$ cat src/rtl/gray_pkg.sv
// Shared helpers for the Gray-code pulse counter family: code conversion,
// width calculation and direction constants.
package gray_pkg;

    localparam int GRAY_MAX_W = 32;

    typedef logic [GRAY_MAX_W-1:0] gray_w_t;

    localparam logic DIR_UP   = 1'b1;
    localparam logic DIR_DOWN = 1'b0;

    function automatic int clog2(input int value);
        int result = 0;
        for (int i = 0; i < 31; i++) begin
            if ((1 << i) < value) begin
                result = i + 1;
            end
        end
        return result;
    endfunction

    // Callers zero-extend narrower counts; the upper zeros leave the low bits exact.
    function automatic gray_w_t bin2gray(input gray_w_t b);
        return b ^ (b >> 1);
    endfunction

    function automatic gray_w_t gray2bin(input gray_w_t g);
        gray_w_t b;
        b[GRAY_MAX_W-1] = g[GRAY_MAX_W-1];
        for (int i = GRAY_MAX_W - 2; i >= 0; i--) begin
            b[i] = b[i+1] ^ g[i];
        end
        return b;
    endfunction

endpackage

$ cat src/rtl/pulse_prescaler.sv
// Divides enabled clock cycles by DIV and flags the cycle that completes a period.
// clr restarts the period; the phase freezes while clk_en is low.
module pulse_prescaler
    import gray_pkg::*;
#(
    parameter int DIV = 1000
) (
    input  logic clk,
    input  logic rst,
    input  logic clk_en,
    input  logic clr,
    output logic tick_o
);

    localparam int PW = (clog2(DIV) < 1) ? 1 : clog2(DIV);
    localparam logic [PW-1:0] LAST = PW'(DIV - 1);

    logic [PW-1:0] pre_q;
    logic [PW-1:0] pre_d;

    always_comb begin
        tick_o = clk_en & (pre_q == LAST);
        pre_d  = pre_q;
        if (clr) begin
            pre_d = '0;
        end else if (clk_en) begin
            pre_d = tick_o ? '0 : pre_q + PW'(1);
        end
    end

    always_ff @(posedge clk) begin
        if (rst) begin
            pre_q <= '0;
        end else begin
            pre_q <= pre_d;
        end
    end

endmodule

$ cat src/rtl/gray_pulse_counter.sv
// N-bit up/down Gray counter stepped by a prescaler, with binary load and
// wrap or saturate behaviour at the limits. All outputs are registered.
module gray_pulse_counter
    import gray_pkg::*;
#(
    parameter int N    = 4,
    parameter int DIV  = 1000,
    parameter bit WRAP = 1'b1
) (
    input  logic         clk,
    input  logic         rst,
    input  logic         clk_en,
    input  logic         dir,
    input  logic         load,
    input  logic [N-1:0] load_val,
    output logic [N-1:0] gray_out,
    output logic [N-1:0] bin_out,
    output logic         tick,
    output logic         wrap_pulse
);

    localparam logic [N-1:0] MAX_VAL = '1;

    logic         step;
    logic [N-1:0] bin_q, bin_d;
    logic [N-1:0] gray_q, gray_d;
    logic         tick_q, tick_d;
    logic         wrap_q, wrap_d;

    pulse_prescaler #(
        .DIV(DIV)
    ) u_prescaler (
        .clk   (clk),
        .rst   (rst),
        .clk_en(clk_en),
        .clr   (load),
        .tick_o(step)
    );

    // A load overrides a coincident step; saturate mode still ticks and flags the blocked step.
    always_comb begin
        bin_d  = bin_q;
        tick_d = 1'b0;
        wrap_d = 1'b0;
        if (load) begin
            bin_d = load_val;
        end else if (step) begin
            tick_d = 1'b1;
            if (dir == DIR_UP) begin
                if (bin_q == MAX_VAL) begin
                    wrap_d = 1'b1;
                    if (WRAP) begin
                        bin_d = '0;
                    end
                end else begin
                    bin_d = bin_q + N'(1);
                end
            end else begin
                if (bin_q == '0) begin
                    wrap_d = 1'b1;
                    if (WRAP) begin
                        bin_d = MAX_VAL;
                    end
                end else begin
                    bin_d = bin_q - N'(1);
                end
            end
        end
        gray_d = N'(bin2gray(gray_w_t'(bin_d)));
    end

    always_ff @(posedge clk) begin
        if (rst) begin
            bin_q  <= '0;
            gray_q <= '0;
            tick_q <= 1'b0;
            wrap_q <= 1'b0;
        end else begin
            bin_q  <= bin_d;
            gray_q <= gray_d;
            tick_q <= tick_d;
            wrap_q <= wrap_d;
        end
    end

    assign bin_out    = bin_q;
    assign gray_out   = gray_q;
    assign tick       = tick_q;
    assign wrap_pulse = wrap_q;

endmodule

$ cat config.mk
export PLATFORM = sky130hd
export DESIGN_NAME = gray_pulse_counter
export DESIGN_NICKNAME = d
export VERILOG_FILES = /design/src/rtl/gray_pkg.sv /design/src/rtl/pulse_prescaler.sv /design/src/rtl/gray_pulse_counter.sv
export SDC_FILE = /design/constraint.sdc
export NUM_CORES = 1
export LEC_CHECK = 0
export ABC_AREA = 1
export BUFFER_PORTS_ARGS = -buffer_cell sky130_fd_sc_hd__buf_2
export CAP_MARGIN = 10
export CORE_ASPECT_RATIO = 1.4
export CORE_UTILIZATION = 38
export DETAILED_ROUTE_END_ITERATION = 10
export GPL_TIMING_DRIVEN = 0
export PLACE_DENSITY_LB_ADDON = 0.1
export SLEW_MARGIN = 20
export SYNTH_ARGS = -nofsm -noshare
export SYNTH_HDL_FRONTEND = slang
export SYNTH_HIERARCHICAL = 1
export SYNTH_SLANG_ARGS = --single-unit
$ cat constraint.sdc
create_clock -name clk -period 3.04 [get_ports clk]
set_input_delay 0.608 -clock clk [delete_from_list [all_inputs] [get_ports clk]]
set_output_delay 0.608 -clock clk [all_outputs]
set_load 0.005 [all_outputs]
Word-level counts from Yosys, hierarchy flattened

Index checks and enable logic that the tools add are counted.
Widths: inputs -> output; s select.

Bits in writable memories: 0
Memories kept: 0
Output and inout bits: 10
Register bits: 20
ROM bits: 0
Bits in latches: 0
Word-level logic and storage cells: 26
Bits of input ports: 9

Multiply operators: 0
$lt $le $gt $ge: 0
Reduce and logical (&&, ||, !) cells: 3
Eq/ne operators: 2
Mux-type cells: 10
Shifts and indexed selects: 0
Bitwise operators: 3
$add $sub $neg: 3
Divide/modulo/power cells: 0

Operator list:

| kind                  | number |
|---|---|
| $mux 4                | 5 |
| $add 10x1->10 const B | 1 |
| $eq 10x10->1 const B  | 1 |
| $mux 10               | 1 |
| $add 4x1->4 const B   | 1 |
| $eq 4x4->1 const B    | 1 |
| $logic_not 4->1       | 1 |
| $mux 1                | 4 |
| $sub 4x1->4 const B   | 1 |
| $xor 4x3->4           | 1 |
| $reduce_or 3->1       | 1 |
| $reduce_or 2->1       | 1 |
| $and 1x1->1           | 1 |
| $not 1->1             | 1 |

Longest topological paths before layout

Word-level depth: 6
Depth in mapped cells: 13
Gate-level depth less buffers: 12

By module

Netlist, hierarchy kept.

Modules (own cells, without submodules):

| module             | seq. area each (sq um) | cells an instance | times used | area each (sq um) |
|---|---|---|---|---|
| pulse_prescaler    | 200.2                  | 76                | 1          | 564.3 |
| gray_pulse_counter | 180.2                  | 81                | 1          | 549.3 |

Worst setup path after synthesis

OpenSTA, ideal clock, no wires.

Path type: in2reg
Start: input port clk_en
End: register gray_q[1] (netlist: gray_out[1])
Required time: 2.927 ns
Stages on the path: 10
Setup slack: 1.307 ns
Library setup time: 0.113 ns
Arrival time: 1.620 ns
Path buffers: 2
Cell sequence: buf_4 > nand3_1 > nor4_1 > buf_2 > nand2_1 > nand2_1 > nand3_1 > o21a_4 > o21ai_1 > inv_1

Word-level cells in the longest chain between the ends: 4

RTL lines:

| what                 | RTL line                 | source |
|---|---|---|
| from (decl)          | gray_pulse_counter.sv:12 | `input logic clk_en,` |
| $and 1x1->1          | pulse_prescaler.sv:22    | `tick_o = clk_en & (pre_q == LAST);` |
| net step             | gray_pulse_counter.sv:24 | `logic step;` |
| $mux 4               | gray_pulse_counter.sv:47 | `end else if (step) begin` |
| $mux 4               | gray_pulse_counter.sv:45 | `if (load) begin` |
| $xor 4x3->4          | gray_pkg.sv:24           | `return b ^ (b >> 1);` |
| to (signal assigned) | gray_pulse_counter.sv:80 | `gray_q <= gray_d;` |
| to (decl)            | gray_pulse_counter.sv:26 | `logic [N-1:0] gray_q, gray_d;` |

The timed path passes the listed nets, and every way through them passes these cells.
A chain may end at the register's enable or synchronous reset.

Worst setup path in the final report

Start: register u_prescaler.pre_q[0]
End: register gray_q[0] (netlist: gray_out[0])

Word-level cells in the longest chain between the ends: 5

RTL lines:

| what                   | RTL line                 | source |
|---|---|---|
| from (decl)            | pulse_prescaler.sv:18    | `logic [PW-1:0] pre_q;` |
| from (signal assigned) | pulse_prescaler.sv:35    | `pre_q <= pre_d;` |
| $eq 10x10->1           | pulse_prescaler.sv:22    |  |
| $and 1x1->1            | pulse_prescaler.sv:22    |  |
| net step               | gray_pulse_counter.sv:24 |  |
| $mux 4                 | gray_pulse_counter.sv:47 |  |
| $mux 4                 | gray_pulse_counter.sv:45 |  |
| $xor 4x3->4            | gray_pkg.sv:24           |  |

The timed path passes the listed nets, and every way through them passes these cells.

==> impl_metrics.py <==
metrics = {
    "status": {
        "status": "completed",
    },
    "yosys": {
        "synth_flop_cell": "dfxtp_1",
        "synth_area_leader_cell": "dfxtp_1",
        "synth_area_sq_um": 1110,
        "ys_warn_count": 6,
        "synth_cell_types": 30,
        "synth_nets": 169,
        "synth.avg_cell_area_sq_um": 7.09,
        "synth_top_area_share_pct": 34.2,
        "yosysSeqAreaShare_pct": 34.2,
        "synth-edff-count": 0,
        "yosysMostFrequentCell": "nand2_1",
        "ys_ff_latch": 19,
        "syn-instance-count": 157,
        "synth.top_cells.by_count": "nand2_1, dfxtp_1, nor2_1",
        "ys_top_cells_by_area": "dfxtp_1, nand2_1, nand3_1",
        "async_flop_share_pct": 0,
    },
    "timing": {
        "whs_ns": 0.535,
        "period_share_pct": 60.4,
        "rsz0062_at_grt": "false",
        "clock_skew_ns": 0.00291,
        "hold_viol": 0,
        "relSlewSlack_pct": 79.3,
        "finalCriticalPeriod_ns": 1.84,
        "tns_ns": 0,
        "setup_viol": 0,
        "tightestPinTransition_ns": 0.311,
        "timing.fmax_ghz": 0.544,
        "final_max_slew_viol_count": 0,
    },
    "critical_path": {
        "critPathArrivalTime_ns": 2.08,
        "endpoint_kind": "flip-flop",
        "cp-startpoint": "u_prescaler/pre_q[0]",
        "cp_slowest_cell": "dfxtp_1",
        "cp_common_cell": "nand2_1",
        "reg2reg_to": "gray_out[0]",
        "reg2reg_from": "u_prescaler/pre_q[0]",
        "crit_path_start_kind": "flip-flop",
        "reg2reg_depth": 12,
        "r2r_slack_ns": 1.20,
        "crit_path_max_incr_delay_ns": 0.40,
        "cp.required_ns": 3.28,
        "cp_cell_sequence": "ha_1 -> nand2_1 -> nor4_1 -> buf_2 -> nand2_1 -> o21ai_0 -> nand2_1 -> nand2_1 -> inv_2 -> nor2_4 -> nor2_2 -> nor2_2",
        "crit_end": "gray_out[0]",
        "critPathMaxFanout": 8,
        "critical_path_class": "reg -> reg",
    },
    "finish": {
        "fin_cells": 214,
        "post-route-util_pct": 47.1,
        "nFillCells": 286,
        "insertedDiodeCount": 0,
        "area_delta_synth_final_pct": 14.2,
        "layout.nets": 191,
        "drive_above_1_share_pct": 27.5,
    },
    "power_and_ir_drop": {
        "power_density_nw_per_um2": 364,
        "clkPwrFrac_pct": 27.4,
        "p_int_mw": 0.336,
        "total_power_mw": 0.462,
        "ir_drop_mv": 0.182,
        "seqPwrFrac_pct": 57.3,
        "p_switching_mw": 0.127,
        "p_leak_nw": 0.547,
        "netSwitchingFraction_pct": 27.4,
        "comb_power_share_pct": 15.3,
    },
    "floorplanning": {
        "dieWidth_microns": 47.8,
        "initial_utilization_pct": 41.3,
        "io_pins": 19,
        "fp.dieArea_sq_um": 3150,
        "row_count": 22,
        "chipHeight_microns": 66.1,
        "core_area_sq_um": 2700,
    },
    "routing": {
        "vias_per_cell": 4.85,
        "wl_microns": 2280,
        "drc_errors": 0,
        "vias": 1038,
        "antenna_left": 0,
        "drt_iter0_markers": 22,
        "routedWlPerCell_microns": 10.6,
        "first_pass_iters": 4,
    },
    "clock_network": {
        "clock_sinks": 19,
        "cts.clk_slew.worst_paths_ns": 0.11,
        "htree_levels": 1,
        "cts_tree": "done",
        "cts_buffer_depth": 2,
        "ctsHoldBuffers": 0,
        "cts_buffers": 3,
        "cts_setup_buffers": 0,
        "cts.repair.resized": 0,
        "cts_root_buf": "clkbuf_4",
        "insertion_delay_ns": 0.29,
    },
    "placed_design": {
        "gp_congestion": 0.810,
        "dp_hpwl_microns": 1780,
        "dp.cells": 210,
        "port_buffers": 17,
    },
    "global_route": {
        "antenna_found_initial": 0,
        "overflow": 0,
        "grt_use_total_pct": 17.0,
        "grt_pass1_wl_microns": 3880,
        "grt_pass1_vias": 925,
        "grt_max_degree": 12,
    },
    "flow_run": {
        "maxCapViolations": 0,
    },
    "worst_hold_path": {
        "hold_path_class": "reg -> reg",
    },
}
-- state kept, by name, summed over array words and instances, names as in the netlist --
signal,flops
bin_out,4
wrap_pulse,1
tick,1
u_prescaler/pre_q,10
gray_out,3
-- routing by layer --
layer	track usage (%)	routed length [microns]	share of wire, %
met5	0	0	0
met4	7.29	23	1.0
met3	3.55	83	3.6
met2	28.0	1210	53
met1	20.2	964	42
-- critical path, delay by kind of cell (launching register included) --
kind | cells | cell delay, ns
adder cells (fa/ha/maj) | 1 | 0.23
AO/OA/AOI/OAI | 1 | 0.07
AND/OR/NAND/NOR | 8 | 0.80
buffers and inverters | 2 | 0.28
flip-flops | 1 | 0.40
-- metrics by stage --
step,instance area [sq um],setup WS [ns]
floorplan,1110,1.31
global placement,1240,1.15
detailed placement,1240,1.14
CTS,1270,1.18
global route,1270,0.929
finish,1270,1.20
-- power groups by stage --
stage          sequential [mW]  combinational, mW  clock, mW
3_3_place_gp             0.270             0.0694          0
5_1_grt                  0.266             0.0804      0.147
3_5_place_dp             0.271             0.0708          0
4_1_cts                  0.265             0.0710      0.135
6_report                 0.265             0.0705      0.127
2_1_floorplan            0.270             0.0457          0
-- cell usage in the layout (no fill, tap or decap), types with 3 or more instances in the layout --
master and instances:
nand2_1 33, ha_1 3, buf_2 18, a21oi_1 8
dfxtp_1 19, nor2_2 7, o21ai_1 5, nor2_1 18
inv_2 4, nand3_1 14, inv_1 15, clkbuf_4 3
nand3_2 4
-- area by class of cell --
cell class	instances	area [sq um]	area share, %
Multi-Input combinational cell	114	633	49.8
Clock inverter	1	5.00	0.394
Sequential cell	19	380	29.9
Tap cell	36	45.0	3.54
Buffer	3	20.0	1.57
Timing Repair Buffer	17	85.1	6.69
Clock buffer	3	22.5	1.77
Inverter	21	80.1	6.30
-- cells by family (layout without fill, tap and decap cells) --
kind of cell	count (synthesis)	after routing	share of synthesized area, %
AND/OR/NAND/NOR	89	89	39.7
buffers and inverters	24	45	8.99
AO/OA/AOI/OAI	19	19	11.5
flip-flops	19	19	34.2
adder cells (fa/ha/maj)	3	3	3.37
XOR/XNOR	3	3	2.36
-- worst min-delay path by stage --
stage | cells after the start | startpoint | end
finish | 2 | u_prescaler/pre_q[8] | u_prescaler/pre_q[8]
global route | 2 | u_prescaler/pre_q[8] | u_prescaler/pre_q[8]
floorplan | 2 | u_prescaler/pre_q[7] | u_prescaler/pre_q[7]
detailed placement | 2 | u_prescaler/pre_q[8] | u_prescaler/pre_q[8]
global placement | 2 | u_prescaler/pre_q[8] | u_prescaler/pre_q[8]
CTS | 2 | u_prescaler/pre_q[8] | u_prescaler/pre_q[8]
Power figures use the tool's default switching activity.
